==> config.mk <==
export PLATFORM = sky130hd
export DESIGN_NAME = fir_pulse_detector
export DESIGN_NICKNAME = d
export VERILOG_FILES = /design/src/rtl/fir_pulse_pkg.sv /design/src/rtl/fir_extremum_tracker.sv /design/src/rtl/fir_pulse_detector.sv
export SDC_FILE = /design/constraint.sdc
export NUM_CORES = 1
export LEC_CHECK = 0
export BUFFER_PORTS_ARGS = -buffer_cell sky130_fd_sc_hd__buf_2
export CAP_MARGIN = 5
export CORE_MARGIN = 1.5
export CORE_UTILIZATION = 50
export DETAILED_ROUTE_END_ITERATION = 8
export HOLD_SLACK_MARGIN = 0.08
export PLACE_DENSITY_LB_ADDON = 0.08
export REMOVE_ABC_BUFFERS = 1
export SYNTH_ARGS = -nofsm -noshare
export SYNTH_HDL_FRONTEND = slang
export SYNTH_SLANG_ARGS = --single-unit
==> constraint.sdc <==
create_clock -name CLK_Filter -period 5.2 [get_ports CLK_Filter]
set_input_delay 0.78 -clock CLK_Filter [delete_from_list [all_inputs] [get_ports CLK_Filter]]
set_output_delay 0.78 -clock CLK_Filter [all_outputs]
set_load 0.005 [all_outputs]
==> src/rtl/fir_pulse_pkg.sv <==
// Shared types and default constants for the PPG pulse detector.
package fir_pulse_pkg;

  localparam int DATA_W           = 20;
  localparam int PERIOD_W         = 16;
  localparam int DEF_HYST         = 64;
  localparam int DEF_WARMUP       = 24;
  localparam int DEF_MIN_PERIOD   = 20;
  localparam int DEF_MAX_PERIOD   = 400;

  typedef enum logic [1:0] {
    WARM     = 2'd0,
    SEEK_MAX = 2'd1,
    SEEK_MIN = 2'd2
  } state_t;

endpackage

==> src/rtl/fir_extremum_tracker.sv <==
// Running max/min tracker with hysteresis-qualified peak and trough detection.
// Equal samples never replace the running extremum, so the earliest one is kept.
module fir_extremum_tracker #(
  parameter int DATA_W = fir_pulse_pkg::DATA_W,
  parameter int HYST   = fir_pulse_pkg::DEF_HYST
) (
  input  logic              CLK_Filter,
  input  logic              rst_n,
  input  logic              sample_en,
  input  logic              load,
  input  logic              track,
  input  logic              seek_max,
  input  logic [DATA_W-1:0] sample,
  output logic              peak_confirm,
  output logic              trough_confirm,
  output logic [DATA_W-1:0] extremum
);
  import fir_pulse_pkg::*;

  localparam int EW = DATA_W + 1;
  localparam logic [EW-1:0] HYST_EXT = EW'(HYST);

  logic [DATA_W-1:0] run_max;
  logic [DATA_W-1:0] run_min;
  logic [EW-1:0]     sample_ext;

  // Compares are done one bit wider so sample+HYST cannot wrap.
  assign sample_ext     = {1'b0, sample};
  assign peak_confirm   = sample_en && track && seek_max &&
                          ((sample_ext + HYST_EXT) < {1'b0, run_max});
  assign trough_confirm = sample_en && track && !seek_max &&
                          (sample_ext > ({1'b0, run_min} + HYST_EXT));
  assign extremum       = seek_max ? run_max : run_min;

  // Follow the current extremum; on confirmation seed the opposite one from the sample.
  always_ff @(posedge CLK_Filter or posedge rst_n) begin
    if (rst_n) begin
      run_max <= '0;
      run_min <= '0;
    end else if (sample_en) begin
      if (load) begin
        run_max <= sample;
        run_min <= sample;
      end else if (track) begin
        if (seek_max) begin
          if (peak_confirm)
            run_min <= sample;
          else if (sample > run_max)
            run_max <= sample;
        end else begin
          if (trough_confirm)
            run_max <= sample;
          else if (sample < run_min)
            run_min <= sample;
        end
      end
    end
  end

endmodule

==> src/rtl/fir_pulse_detector.sv <==
// Beat extraction from the filtered PPG stream: alternating peak/trough search,
// peak-to-peak period measurement, amplitude and lock/timeout reporting.
module fir_pulse_detector #(
  parameter int DATA_W     = fir_pulse_pkg::DATA_W,
  parameter int HYST       = fir_pulse_pkg::DEF_HYST,
  parameter int WARMUP     = fir_pulse_pkg::DEF_WARMUP,
  parameter int MIN_PERIOD = fir_pulse_pkg::DEF_MIN_PERIOD,
  parameter int MAX_PERIOD = fir_pulse_pkg::DEF_MAX_PERIOD,
  parameter int PERIOD_W   = fir_pulse_pkg::PERIOD_W
) (
  input  logic                CLK_Filter,
  input  logic                rst_n,
  input  logic                sample_en,
  input  logic [DATA_W-1:0]   Filtered_In,
  output logic                pulse_valid,
  output logic [PERIOD_W-1:0] pulse_period,
  output logic [DATA_W-1:0]   peak_value,
  output logic [DATA_W-1:0]   trough_value,
  output logic [DATA_W-1:0]   amplitude,
  output logic                locked,
  output logic                timeout
);
  import fir_pulse_pkg::*;

  localparam int WARM_W = $clog2(WARMUP + 1);
  localparam logic [WARM_W-1:0]   WARM_LAST = WARM_W'(WARMUP - 1);
  localparam logic [PERIOD_W-1:0] MIN_P     = PERIOD_W'(MIN_PERIOD);
  localparam logic [PERIOD_W-1:0] MAX_P     = PERIOD_W'(MAX_PERIOD);

  state_t              state;
  state_t              state_next;
  logic [WARM_W-1:0]   warm_cnt;
  logic                load;
  logic                peak_confirm;
  logic                trough_confirm;
  logic [DATA_W-1:0]   extremum;
  logic [PERIOD_W-1:0] since_peak;
  logic [PERIOD_W-1:0] since_inc;
  logic [PERIOD_W-1:0] period_cand;
  logic                has_ref;
  logic                accept;
  logic                timeout_hit;
  logic [DATA_W-1:0]   amp_next;

  fir_extremum_tracker #(
    .DATA_W (DATA_W),
    .HYST   (HYST)
  ) u_tracker (
    .CLK_Filter     (CLK_Filter),
    .rst_n          (rst_n),
    .sample_en      (sample_en),
    .load           (load),
    .track          (state != WARM),
    .seek_max       (state == SEEK_MAX),
    .sample         (Filtered_In),
    .peak_confirm   (peak_confirm),
    .trough_confirm (trough_confirm),
    .extremum       (extremum)
  );

  // Next-state: leave WARM on the last warm-up sample, then alternate on confirmations.
  always_comb begin
    state_next = state;
    load       = 1'b0;
    case (state)
      WARM: begin
        if (sample_en && (warm_cnt == WARM_LAST)) begin
          load       = 1'b1;
          state_next = SEEK_MAX;
        end
      end
      SEEK_MAX: if (peak_confirm)   state_next = SEEK_MIN;
      SEEK_MIN: if (trough_confirm) state_next = SEEK_MAX;
      default:  state_next = WARM;
    endcase
  end

  // State and warm-up counter; both only move on qualified samples.
  always_ff @(posedge CLK_Filter or posedge rst_n) begin
    if (rst_n) begin
      state    <= WARM;
      warm_cnt <= '0;
    end else if (sample_en) begin
      state <= state_next;
      if (state == WARM)
        warm_cnt <= warm_cnt + WARM_W'(1);
    end
  end

  // Beat qualification: glitch rejection, timeout detection and amplitude saturation.
  always_comb begin
    since_inc   = (since_peak == MAX_P) ? since_peak : since_peak + PERIOD_W'(1);
    period_cand = since_peak + PERIOD_W'(1);
    accept      = peak_confirm && has_ref && (period_cand >= MIN_P);
    timeout_hit = sample_en && !peak_confirm && has_ref && (since_inc == MAX_P);
    amp_next    = (extremum >= trough_value) ? (extremum - trough_value) : '0;
  end

  // Registered outputs, period counter and reference-peak bookkeeping.
  always_ff @(posedge CLK_Filter or posedge rst_n) begin
    if (rst_n) begin
      pulse_valid  <= 1'b0;
      pulse_period <= '0;
      peak_value   <= '0;
      trough_value <= '0;
      amplitude    <= '0;
      locked       <= 1'b0;
      timeout      <= 1'b0;
      since_peak   <= '0;
      has_ref      <= 1'b0;
    end else begin
      pulse_valid <= 1'b0;
      timeout     <= 1'b0;
      if (sample_en) begin
        if (peak_confirm) begin
          peak_value <= extremum;
          if (!has_ref) begin
            has_ref    <= 1'b1;
            since_peak <= '0;
          end else if (accept) begin
            pulse_period <= period_cand;
            amplitude    <= amp_next;
            pulse_valid  <= 1'b1;
            locked       <= 1'b1;
            since_peak   <= '0;
          end else begin
            since_peak <= since_inc;
          end
        end else if (timeout_hit) begin
          timeout    <= 1'b1;
          locked     <= 1'b0;
          has_ref    <= 1'b0;
          since_peak <= since_inc;
        end else begin
          since_peak <= since_inc;
        end
        if (trough_confirm)
          trough_value <= extremum;
      end
    end
  end

endmodule

==> results.ini <==
[logic_synthesis]
ys_async_sr_fraction = 1.00
synth_cell_types = 68
netlist.area_leader.share = 0.385
ys_seq_area_frac = 0.385
synth_flop_cell = dfrtp_1
syn_inst = 981
synth-seq-cells = 143
syn-cell-area_um2 = 9300
synth_area_leaders = dfrtp_1, ha_1, mux2_1
synth_edf_count = 0
yosys.area.top_type = dfrtp_1
yosysWarnings = 0
syn_avg_cell_area_um2 = 9.48

[route]
num_vias = 7268
wl_met3_um = 609
routed-wl-met2_mm = 11.3
drt-initial-drc-count = 276
viasPerCell = 5.54
drc_errors = 6
wire_per_inst_um = 17.0
ant_nets = 0
highest_layer = met4
totalWireLength_mm = 22.3
drtPass1Iterations = 7
wl_met1_mm = 9.96

[floorplanning]
num_rows = 49
die_h_um = 139
core-area_um2 = 18100
start_util = 0.514
die_w_um = 139
ios = 102
die_area_um2 = 19400

[sta]
fin_crit_ps = 4130
clock_skew_ps = 7.64
hold_slack_ps = 469
grt_setup_unrepaired = no
final_hold_viol_count = 0
max_freq_mhz = 242
slew_viol_final = 0
tightest_slew_ps = 1020
slew_headroom = 0.322
min_period_over_period = 0.794
setup_viol = 0
setup_tns_ps = 0

[pwr]
leakage_nw = 5.16
clkPwrFrac = 0.185
power_switching_mw = 2.92
power_density_nw_per_um2 = 648
p_seq_frac = 0.287
vdd_drop_max_mv = 0.327
p_sw_frac = 0.425
p_comb_frac = 0.528
power.internal_mw = 3.96

[grt]
grt_overflow = 0
grt_pass1_wl_mm = 36.7
grt_use_total = 0.238
grt_max_degree = 113
grt_pass1_vias = 7160
antenna_found_initial = 0

[min_path]
hold_path_class = flip-flop to flip-flop

[clock_network]
cts_max_path_buffers = 2
root_buffer = clkbuf_16
cts_hold_buf = 0
clk_pin_slew_ps = 60
cts_setup_buffers = 0
cts_sinks = 143
ctsResizeCount = 0
insertion_delay_ps = 420
cts_buffers = 17
h-tree-depth = 4
cts_tree = built

[placed_design]
dp_hpwl_mm = 16.9
post_dp_cell_area_um2 = 10000
portBuffers = 101
numPlacedInstances = 1281
gp_congestion = 0.883

[worst_setup_path]
end_kind = flip-flop
path_class = flip-flop to flip-flop
ff2ff_setup_slack_ps = 1070
worstPathMaxFanout = 20
start_kind = flip-flop
cp.arrival_ps = 4440
cp.required_ps = 5510

[final_layout]
fin_cells = 1313
fillCellCount = 1654
finish.net_count = 1188
area_growth_syn_to_layout_pct = 14.3
design_area_um2 = 10600
drive_above_1_share = 0.171
n_antenna_cell = 0
final_core_util = 0.587

[status]
status = complete, but fails checks
violations = design-rule violations

[flow_run]
max-cap-violations = 0

metal layers:
metal,up-vias,track usage
met5,-,0
met4,0,0.0739
met3,26,0.0409
met2,113,0.420
met1,3476,0.297
li1,3653,-
registers in the layout (all words and copies together), names as in the netlist, 2 cells and up:
register	cells
trough_value	20
state	2
pulse_period	16
amplitude	20
warm_cnt	5
u_tracker.run_max	20
since_peak	16
peak_value	20
u_tracker.run_min	20
cells in the final DEF (no fill, tap or decap), types with 18 or more instances in the layout:
cell and count:
dfrtp_1 143, inv_1 83, xnor2_1 46, mux2_2 20, a22o_1 26, nand2_1 79, ha_1 93, xor2_1 19
nor3_1 18, a21oi_1 60, nand3_1 26, buf_2 101, o21ai_0 61, nand4_1 26, mux2_1 36, nor2_1 65
cell usage after synthesis, types with 10 or more instances:
library cell	count
inv_1	84
a21oi_1	60
a21o_1	15
nor3_1	18
clkbuf_1	22
xnor2_1	46
buf_2	12
o21ai_0	61
mux2_1	36
ha_1	93
a22o_1	26
dfrtp_1	143
mux2_2	20
nand3_1	26
nand2_1	79
nand4_1	26
or3_1	10
nor2_1	65
xor2_1	19
final cells by class:
cell class              count  area (um2)  area share
multi-input cells         712        5230       0.492
flip-flops and latches    143        3580       0.337
repair buffers            112         588      0.0554
clock buffers              19         453      0.0426
inverters                  85         324      0.0305
well taps                 229         287      0.0270
clock inverters            13         163      0.0153
through the flow:
step	power, mW	setup slack (ps)
2_1_floorplan	4.53	-149
3_3_place_gp	5.58	865
3_5_place_dp	5.63	775
4_1_cts	6.94	1040
5_1_grt	7.49	794
6_report	6.88	1070
final timing paths:
path	from	to	depth (start not counted)
max in group asynchronous	rst_n	u_tracker.run_min[7]	3
setup reg to reg	state[1]	amplitude[15]	14
min in group asynchronous	rst_n	amplitude[1]	2
setup / recovery	state[1]	amplitude[15]	14
hold / removal	pulse_period[11]	pulse_period[11]	2
hold reg to reg	pulse_period[11]	pulse_period[11]	2
critical path, stage by stage (launching register included):
cell,delay (ps)
dfrtp_1,320
buf_4,160
nand2b_1,470
mux2i_1,450
ha_1,240
inv_1,50
fa_1,400
a21oi_1,240
o211ai_1,170
nand2_1,190
a21o_1,160
a21oi_1,80
o311a_1,340
o21a_1,420
a32o_1,330
power by group through the flow:
| stage | registers, mW | clock network (mW) | logic, mW |
|---|---|---|---|
| 6_report | 1.98 | 1.27 | 3.63 |
| 5_1_grt | 2.04 | 1.34 | 4.10 |
| 4_1_cts | 1.98 | 1.30 | 3.66 |
| 3_5_place_dp | 2.00 | 0 | 3.63 |
| 3_3_place_gp | 1.99 | 0 | 3.59 |
| 2_1_floorplan | 1.91 | 0 | 2.62 |
logic make-up (layout without fill, tap and decap cells):
family / Yosys count / count (layout) / synth area share
AND/OR/NAND/NOR: 269 / 269 / 0.144
AO/OA/AOI/OAI: 221 / 221 / 0.154
flip-flops: 143 / 143 / 0.385
buffers and inverters: 126 / 229 / 0.0537
adder cells (fa/ha/maj): 94 / 94 / 0.127
XOR/XNOR: 65 / 65 / 0.0612
multiplexers: 63 / 63 / 0.0754
(Power assumes the default switching activity.)
